File: config.mk
export PLATFORM = sky130hd
export DESIGN_NAME = uart_tx
export DESIGN_NICKNAME = d
export VERILOG_FILES = /design/src/rtl/uart_pkg.sv /design/src/rtl/tx_fifo.sv /design/src/rtl/uart_tx.sv
export SDC_FILE = /design/constraint.sdc
export NUM_CORES = 1
export LEC_CHECK = 0
export ABC_AREA = 1
export BUFFER_PORTS_ARGS = -buffer_cell sky130_fd_sc_hd__buf_4
export CAP_MARGIN = 20
export CORE_ASPECT_RATIO = 0.75
export CORE_MARGIN = 2
export CORE_UTILIZATION = 55
export CTS_CLUSTER_DIAMETER = 100
export DETAILED_ROUTE_END_ITERATION = 10
export GPL_TIMING_DRIVEN = 0
export PLACE_DENSITY = 0.73
export SETUP_SLACK_MARGIN = 0.5
export SYNTH_ARGS = -nofsm -noshare
export SYNTH_HDL_FRONTEND = slang
export SYNTH_SLANG_ARGS = --single-unit
File: constraint.sdc
create_clock -name clk_in -period 6.8 [get_ports clk_in]
set_clock_uncertainty 0.05 [all_clocks]
set_input_delay 1.36 -clock clk_in [delete_from_list [all_inputs] [get_ports clk_in]]
set_output_delay 1.36 -clock clk_in [all_outputs]
set_load 0.01 [all_outputs]
File: src/rtl/uart_pkg.sv
`default_nettype none
// ============================================================================
//  Module      : uart_pkg
//  Description : Shared UART definitions: the bit-level FSM state encoding,
//                default timing/buffer constants and a counter-width helper.
//                The transmit and receive paths both use this package.
//  Revision    : 1.0 - initial release
// ============================================================================
package uart_pkg;

    // 100 MHz system clock / 115200 baud
    localparam int c_CLKS_PER_BIT = 868;
    // Transmit buffer depth in bytes (power of two, >= 2)
    localparam int c_FIFO_DEPTH   = 4;
    // Payload bits per frame
    localparam int c_DATA_BITS    = 8;

    // Bit-level frame state, explicit 2-bit encoding
    typedef enum logic [1:0] {
        ST_IDLE  = 2'd0,
        ST_START = 2'd1,
        ST_DATA  = 2'd2,
        ST_STOP  = 2'd3
    } uart_state_t;

    // Bits needed to hold a count of 0..n-1 (at least one bit)
    function automatic int counter_width(input int n);
        return (n > 1) ? $clog2(n) : 1;
    endfunction

endpackage : uart_pkg
`default_nettype wire

File: src/rtl/tx_fifo.sv
`default_nettype none
// ============================================================================
//  Module      : tx_fifo
//  Description : Byte buffer for the UART transmitter. Power-of-two depth,
//                pointers wrap naturally. The full flag is registered from
//                the next occupancy so the upstream ready is glitch-free.
//                A push while full is dropped without touching any state.
//  Revision    : 1.0 - initial release
// ============================================================================
module tx_fifo
    import uart_pkg::*;
#(
    parameter int DEPTH = c_FIFO_DEPTH,
    parameter int WIDTH = c_DATA_BITS
) (
    input  logic                     clk,
    input  logic                     rst,
    input  logic                     i_push,
    input  logic [WIDTH-1:0]         i_data,
    input  logic                     i_pop,
    output logic [WIDTH-1:0]         o_data,
    output logic                     o_full,
    output logic                     o_empty,
    output logic [$clog2(DEPTH):0]   o_count
);

    localparam int                c_AW    = $clog2(DEPTH);
    localparam logic [c_AW:0]     c_DEPTH = (c_AW + 1)'(DEPTH);

    logic [WIDTH-1:0] r_mem [DEPTH];
    logic [c_AW-1:0]  r_wr_ptr;
    logic [c_AW-1:0]  r_rd_ptr;
    logic [c_AW:0]    r_count;
    logic             r_full;

    logic             w_push;
    logic             w_pop;
    logic [c_AW:0]    w_count_next;

    // Qualified handshakes: no push into a full buffer, no pop from an empty one
    assign w_push = i_push & ~r_full;
    assign w_pop  = i_pop & (r_count != '0);

    // Next occupancy; a simultaneous push and pop leaves it unchanged
    always_comb begin
        w_count_next = r_count;
        case ({w_push, w_pop})
            2'b10:   w_count_next = r_count + (c_AW + 1)'(1);
            2'b01:   w_count_next = r_count - (c_AW + 1)'(1);
            default: w_count_next = r_count;
        endcase
    end

    // Storage write; contents need no reset because the pointers define validity
    always_ff @(posedge clk) begin
        if (!rst && w_push) begin
            r_mem[r_wr_ptr] <= i_data;
        end
    end

    // Pointers, occupancy and the registered full flag
    always_ff @(posedge clk) begin
        if (rst) begin
            r_wr_ptr <= '0;
            r_rd_ptr <= '0;
            r_count  <= '0;
            r_full   <= 1'b0;
        end else begin
            if (w_push) begin
                r_wr_ptr <= r_wr_ptr + c_AW'(1);
            end
            if (w_pop) begin
                r_rd_ptr <= r_rd_ptr + c_AW'(1);
            end
            r_count <= w_count_next;
            r_full  <= (w_count_next == c_DEPTH);
        end
    end

    assign o_data  = r_mem[r_rd_ptr];
    assign o_full  = r_full;
    assign o_empty = (r_count == '0);
    assign o_count = r_count;

endmodule : tx_fifo
`default_nettype wire

File: src/rtl/uart_tx.sv
`default_nettype none
// ============================================================================
//  Module      : uart_tx
//  Description : 8N1 UART transmitter with a small byte buffer. Frames are
//                start(0), 8 data bits LSB first, stop(1); each bit lasts
//                CLKS_PER_BIT clocks. Back-to-back bytes go out with no idle
//                gap between the stop bit and the next start bit.
//  Revision    : 1.0 - initial release
// ============================================================================
module uart_tx
    import uart_pkg::*;
#(
    parameter int CLKS_PER_BIT = c_CLKS_PER_BIT,
    parameter int FIFO_DEPTH   = c_FIFO_DEPTH
) (
    input  logic       clk_in,
    input  logic       reset,
    input  logic [7:0] data_in,
    input  logic       data_valid,
    output logic       data_ready,
    output logic       tx_data,
    output logic       tx_busy
);

    localparam int                  c_CW       = counter_width(CLKS_PER_BIT);
    localparam logic [c_CW-1:0]     c_BIT_LAST = c_CW'(CLKS_PER_BIT - 1);
    localparam logic [2:0]          c_IDX_LAST = 3'(c_DATA_BITS - 1);
    localparam int                  c_OCC_W    = $clog2(FIFO_DEPTH) + 1;

    uart_state_t          r_state;
    logic [c_CW-1:0]      r_baud_cnt;
    logic [2:0]           r_bit_idx;
    logic [7:0]           r_shift;
    logic                 r_tx;

    logic [7:0]           w_fifo_data;
    logic                 w_fifo_full;
    logic                 w_fifo_empty;
    logic [c_OCC_W-1:0]   w_fifo_count;
    logic                 w_bit_end;
    logic                 w_pop;

    tx_fifo #(
        .DEPTH (FIFO_DEPTH),
        .WIDTH (c_DATA_BITS)
    ) u_fifo (
        .clk     (clk_in),
        .rst     (reset),
        .i_push  (data_valid),
        .i_data  (data_in),
        .i_pop   (w_pop),
        .o_data  (w_fifo_data),
        .o_full  (w_fifo_full),
        .o_empty (w_fifo_empty),
        .o_count (w_fifo_count)
    );

    assign w_bit_end = (r_baud_cnt == c_BIT_LAST);

    // A byte leaves the buffer when idle, or at the end of a stop bit so the
    // next start bit follows immediately
    assign w_pop = ~w_fifo_empty &
                   ((r_state == ST_IDLE) || ((r_state == ST_STOP) && w_bit_end));

    // Frame sequencer: state, baud counter, bit index, shifter and line driver
    always_ff @(posedge clk_in) begin
        if (reset) begin
            r_state    <= ST_IDLE;
            r_baud_cnt <= '0;
            r_bit_idx  <= '0;
            r_shift    <= '0;
            r_tx       <= 1'b1;
        end else begin
            case (r_state)
                ST_IDLE: begin
                    r_tx       <= 1'b1;
                    r_baud_cnt <= '0;
                    if (w_pop) begin
                        r_shift <= w_fifo_data;
                        r_tx    <= 1'b0;
                        r_state <= ST_START;
                    end
                end

                ST_START: begin
                    if (w_bit_end) begin
                        r_baud_cnt <= '0;
                        r_bit_idx  <= '0;
                        r_tx       <= r_shift[0];
                        r_state    <= ST_DATA;
                    end else begin
                        r_baud_cnt <= r_baud_cnt + c_CW'(1);
                    end
                end

                ST_DATA: begin
                    if (w_bit_end) begin
                        r_baud_cnt <= '0;
                        if (r_bit_idx == c_IDX_LAST) begin
                            r_tx    <= 1'b1;
                            r_state <= ST_STOP;
                        end else begin
                            r_bit_idx <= r_bit_idx + 3'd1;
                            r_shift   <= {1'b0, r_shift[7:1]};
                            r_tx      <= r_shift[1];
                        end
                    end else begin
                        r_baud_cnt <= r_baud_cnt + c_CW'(1);
                    end
                end

                ST_STOP: begin
                    if (w_bit_end) begin
                        r_baud_cnt <= '0;
                        if (w_pop) begin
                            r_shift <= w_fifo_data;
                            r_tx    <= 1'b0;
                            r_state <= ST_START;
                        end else begin
                            r_state <= ST_IDLE;
                        end
                    end else begin
                        r_baud_cnt <= r_baud_cnt + c_CW'(1);
                    end
                end

                default: begin
                    r_state    <= ST_IDLE;
                    r_baud_cnt <= '0;
                    r_tx       <= 1'b1;
                end
            endcase
        end
    end

    assign data_ready = ~w_fifo_full;
    assign tx_data    = r_tx;
    assign tx_busy    = (r_state != ST_IDLE) || (w_fifo_count != '0);

endmodule : uart_tx
`default_nettype wire

* Word-level counts from Yosys, hierarchy flattened *
Memory sizes are Yosys's and may differ from the RTL's. A register that Yosys moved wholly into a read port is not among the register bits.
Index checks and enable logic that the tools add are counted.

storage, ports and cells
  memories kept = 1
  ROM bits = 0
  output and inout port bits = 3
  latch bits = 0
  RAM bits = 32
  register bits after elaboration = 32

cells by class
  add/sub/neg operators = 6
  mux-type cells = 30
  divide/modulo/power cells = 0
  bitwise operators = 5
  reduce and logical (&&, ||, !) cells = 16
  equal/unequal tests = 15
  multipliers = 0
  $lt $le $gt $ge = 0
  shift-type cells = 0

memories
  memory        words  width  read ports  clocked after Yosys merged registers in  wr ports  RTL line       text
  u_fifo.r_mem  4      8      1           1                                        1         tx_fifo.sv:30  logic [WIDTH-1:0] r_mem [DEPTH];

operators with widths
  cell                                                                     number
  8-bit two-way mux                                                        4
  8-bit one-hot mux with 3 select lines                                    1
  10-bit one-hot mux with 2 select lines                                   1
  2-bit two-way mux                                                        7
  3-bit one-hot mux with 2 select lines                                    2
  4-bit AND reduction                                                      3
  10-bit by 1-bit adder with 10-bit output, second input constant          1
  10-bit equality test, second input constant                              1
  10-bit two-way mux                                                       1
  2-bit inequality test, second input constant                             5
  1-bit two-way mux                                                        9
  3-bit two-way mux                                                        3
  2-bit one-hot mux with 4 select lines                                    1
  3-bit by 1-bit adder with 3-bit output, second input constant            2
  2-bit equality test, second input constant                               3
  3-bit equality test, second input constant                               2
  3-bit nonzero test                                                       2
  5-bit AND reduction                                                      1
  2-bit by 1-bit adder with 2-bit output, second input constant            2
  2-bit by 1-bit equality test with 1-bit output, second input constant    2
  2-bit by 1-bit inequality test with 1-bit output, second input constant  2
  1-bit one-hot mux with 4 select lines                                    1
  2-bit nonzero test                                                       2
  1-bit AND                                                                3
  other kinds (8)                                                          11

* Longest topological paths before layout *
  depth in word-level cells = 8
  gate-level depth with buffers = 15
  gate-level depth less buffers = 15

* Cells and area by module *
Synthesis repeated with hierarchy kept, for this count alone.

unflattened totals
  cell total of the unflattened synthesis = 333
  area, all modules = 3119.2 µm²

modules (own cells, without submodules)
  module   area each (µm²)  seq. area each (µm²)  cells an instance  instances
  tx_fifo  1707.9           1161.1                147                1
  uart_tx  1411.4           480.5                 186                1

* Worst setup path after synthesis *
No wires, ideal clock.

  path kind = in2reg
  start point = input port data_valid
  end point = register u_fifo.r_full (netlist: u_fifo.o_full)
  data arrival time = 2.578 ns
  buffers on the path = 0
  stages = 9
  slack = 4.112 ns
  path through = nand2_1 > ha_1 > fa_1 > nor2_1 > nor2_1 > nand2_1 > o21ai_0 > a21oi_1 > and3_1

on the way
  cells in the longest elaborated chain, start to end = 4

RTL lines
  what                                                                                   RTL line       text
  start, declared                                                                        uart_tx.sv:19  input logic data_valid,
  1-bit AND (*)                                                                          tx_fifo.sv:41  assign w_push = i_push & ~r_full;
  2-bit by 1-bit equality test with 1-bit output or 2-bit equality test (tied branches)  tx_fifo.sv:47  case ({w_push, w_pop})
  3-bit one-hot mux with 2 select lines (*)                                              tx_fifo.sv:47
  3-bit equality test (*)                                                                tx_fifo.sv:76  r_full <= (w_count_next == c_DEPTH);
  end signal, assigned                                                                   tx_fifo.sv:76
  end, declared                                                                          tx_fifo.sv:34  logic r_full;

Mark *: on every way between the ends. The rest lies on a longest branch, timed or not.
A chain may end at the register's enable or synchronous reset.

* Final worst setup path *
  start point = register r_state[0]
  end point = output port tx_busy

on the way
  cells in the longest elaborated chain, start to end = 2

RTL lines
  what                    RTL line        text
  start, declared         uart_tx.sv:30   uart_state_t r_state;
  start signal, assigned  uart_tx.sv:68   r_state <= ST_IDLE;
  start signal, assigned  uart_tx.sv:81   r_state <= ST_START;
  start signal, assigned  uart_tx.sv:90   r_state <= ST_DATA;
  2-bit nonzero test      uart_tx.sv:138  assign tx_busy = (r_state != ST_IDLE) || (w_fifo_count != '0);
  1-bit logical OR        uart_tx.sv:138
  end, declared           uart_tx.sv:22   output logic tx_busy

No other way between the ends.

==> summary.md <==
| Metric | Value |
|---|---|
| Highest metal used | met4 |
| TNS Setup | 0 ns |
| Final hold viol count | 0 |
| First DRT Iteration DRCs | around 110 |
| Storage cell area | ~0.0016 mm^2 |
| Setup Fix Bufs, Post-CTS | 0 |
| Routed met3 length | about 320 um |
| All-layer global routing usage | 19.81% |
| CTS resizes | 0 |
| Congestion Overflow GR | 0 |
| Fin nets | ~390 |
| WL met1 | 2917 um |
| Clk Latency, worst-skew pair | ~0.34 ns |
| Most common library cells after synthesis | nand2_1 (62), nor2_1 (54), dfxtp_1 (34) |
| CTS clock-pin slew for the worst setup and hold paths | 0.08 ns |
| First-pass DRT Iterations | 4 |
| TritonCTS clock tree | yes |
| RSZ-0062 raised after global routing | no |
| Core Area | approximately 0.0054 mm^2 |
| Inserted Diodes | 0 |
| Cells after synthesis | 336 |
| Post-DP HPWL | approximately 4000 um |
| Crit path DAT | 1.43 ns |
| Cell Area, Synth | between 0.003 and 0.004 mm^2 |
| Final non-filler cell total | 440 |
| Area of the multi-input gates | 0.001240 mm^2 |
| Vias after detailed routing | around 2,200 |
| Max Clock Freq | 352.1 MHz |
| Worst slack at placement | 3.825 ns |
| DR vias/cell | about 5.0 |
| Pin count of the biggest net entering global routing | 13 |
| DRT antenna net count | 0 |
| CP Capture Type | primary output |
| Max-slew headroom | around half |
| Die Y | ~70 um |
| Least-Margin Pin Slew | 0.7749 ns |
| I/O pins | 14 |
| Maximum buffer depth of the clock tree | 2 |
| Post-synthesis cell type count | 34 |
| Layout area overhead | 14.19% |
| Drt wl/cell | between 10 and 15 um |
| Starting Density | 57.18% |
| Global-route wire length before repair | ~9200 um |
| Antenna violations before repair | 0 |
| Full die area | ~0.006 mm^2 |
| Dominant synthesized flop cell | dfxtp_1 |
| Number of enable flip-flop cells after synthesis | 32 |
| Crit path launch type | flop |
| Chip width | about 90 um |
| Fin crit share | approximately two fifths |
| Syn_nets | between 300 and 400 |
| LEAKAGE | between 0.001 and 0.0015 uW |
| Top cells by area, synth | edfxtp_1 (31%), dfxtp_1 (22%), nand2_1 (7.6%), nor2_1 (6.6%), ha_1 (5.7%) |
| Max Cap Viol | 0 |
| Tmin final | between 2 and 3 ns |
| Cell accounting for the most synthesized area | edfxtp_1 |
| Clock root cell | clkbuf_8 |
| CTS buffer count | 9 |
| Crit Path Max Fanout | 6 |
| Max VDD drop | around 190 uV |
| Power per Cell Area | 406.0 mW/mm^2 |
| Count leader, synth | nand2_1 |
| YS warnings | 0 |
| Final WS setup | 3.960 ns |
| Worst path max stage delay | between 0.4 and 0.5 ns |
| DRT Wirelength | 5603 um |
| WP data required | 5.39 ns |
| CP cell instances | inv_1 > ha_1 > nand4_1 > buf_4 |
| Final Wtd Congestion | 0.8124 |
| Critical path's top delay family | flip-flops |
| Syn Area/Cell | between 9 and 10 um^2 |
| Worst path slowest cell | dfxtp_1 |
| Residual DRC | 0 |
| Layout cells sized above 1 | 13.15% |
| Final Max Slew Viols | 0 |
| Sequential share of the synthesized area | 53.64% |
| FFs w/ async S/R, synth | 0% |
| Synth Register Bits | between 60 and 70 |
| Setup violations, final | 0 |
| # H-tree levels | 3 |
| Placed insts | 424 |
| Layout fillers | approximately 460 |
| PortBufs | 13 |
| Buf+Inv Stages, Crit Path | 2 |
| Power Total | about 1400 uW |
| Core Util, Final | between 60% and 70% |
| Setup CP Type | flop to primary output |
| Met2 WL | 2286 um |
| CTS Hold Buffers Added | 0 |
| Worst hold path type | flop to flop |
| Vias in the first global route | 1,963 |
| Outcome | completed |
| Num Clock Sinks | 66 |
| Post-synth top area share | 31.40% |
| FP Rows | 23 |
cells by family (layout without fill, tap and decap cells):
| kind of cell | after synthesis | after routing | share of synthesized area (%) |
|---|---|---|---|
| xor gates and xnor gates | 2 | 2 | 0.5725 |
| DFF | 66 | 66 | 53.64 |
| AOI/OAI and AO/OA | 50 | 50 | 9.199 |
| muxes | 6 | 6 | 1.962 |
| adders and majority gates | 15 | 15 | 6.378 |
| and+or+nand+nor | 155 | 155 | 22.40 |
| buffers and inverters | 42 | 71 | 5.846 |
worst reg2reg max path: stages (launching register included):
cell	delay (ns)
dfxtp_1	0.43
inv_1	0.12
ha_1	0.22
inv_1	0.07
nand2_2	0.07
nand2_4	0.11
inv_1	0.10
ha_1	0.23
fa_1	0.39
nor2_1	0.10
nor2_1	0.04
nand2_1	0.07
o21ai_0	0.07
a21oi_1	0.15
and3_1	0.17
layout by cell type (no fill, tap or decap), types with 5 or more instances in the layout:
cell,instances
nand2_1,62
nor2_1,54
dfxtp_1,34
inv_1,33
edfxtp_1,32
o21ai_0,22
nand3_1,21
a21oi_1,19
ha_1,14
buf_4,13
clkbuf_8,9
mux2i_1,6
buf_2,5
per-stage QoR:
stage | hold slack (ns) | instance area, um^2
6_report | 0.3983 | 3495
3_5_place_dp | 0.3886 | 3252
2_1_floorplan | 0.3679 | 3060
4_1_cts | 0.4069 | 3495
5_1_grt | 0.4255 | 3495
3_3_place_gp | 0.3840 | 3252
final timing paths:
| check | startpoint | endpoint | slack, ns | cells past startpoint |
|---|---|---|---|---|
| max | r_state[0] | tx_busy | 3.96 | 4 |
| min | r_baud_cnt[0] | r_baud_cnt[0] | 0.40 | 1 |
| max reg2reg | r_state[0] | u_fifo.o_full | 4.34 | 14 |
| min reg2reg | r_baud_cnt[0] | r_baud_cnt[0] | 0.40 | 1 |
layer usage:
layer	up-vias	GRT usage, %
met5	-	0
met4	0	7.500
met3	10	7.283
met2	47	28.76
met1	975	27.32
li1	1162	-
cell type report:
cell class	count	area share [%]
multi-input cells	228	35.48
flip-flops and latches	66	46.97
clock buffers	10	3.652
repair buffers	13	2.793
plain buffers	8	1.468
well taps	75	2.685
inverters	34	3.652
clock inverters	6	3.294
registers in the layout, indices dropped and copies added (netlist names), named ones only:
register and count:
u_fifo.r_wr_ptr 2, u_fifo.r_rd_ptr 2, r_bit_idx 3, r_state 2, tx_data 1, u_fifo.o_full 1
u_fifo.r_mem 32, r_shift 8, u_fifo.o_count 3, r_baud_cnt 10
where the power goes:
group          total [uW]  internal (uW)  switching, uW  leakage (uW)
sequential            507            476           31.5      0.000569
clock                 394            245            149      0.000117
combinational         518            196            322      0.000773
total                1420            916            503       0.00146
No activity file was read; power rests on OpenSTA's default activity.
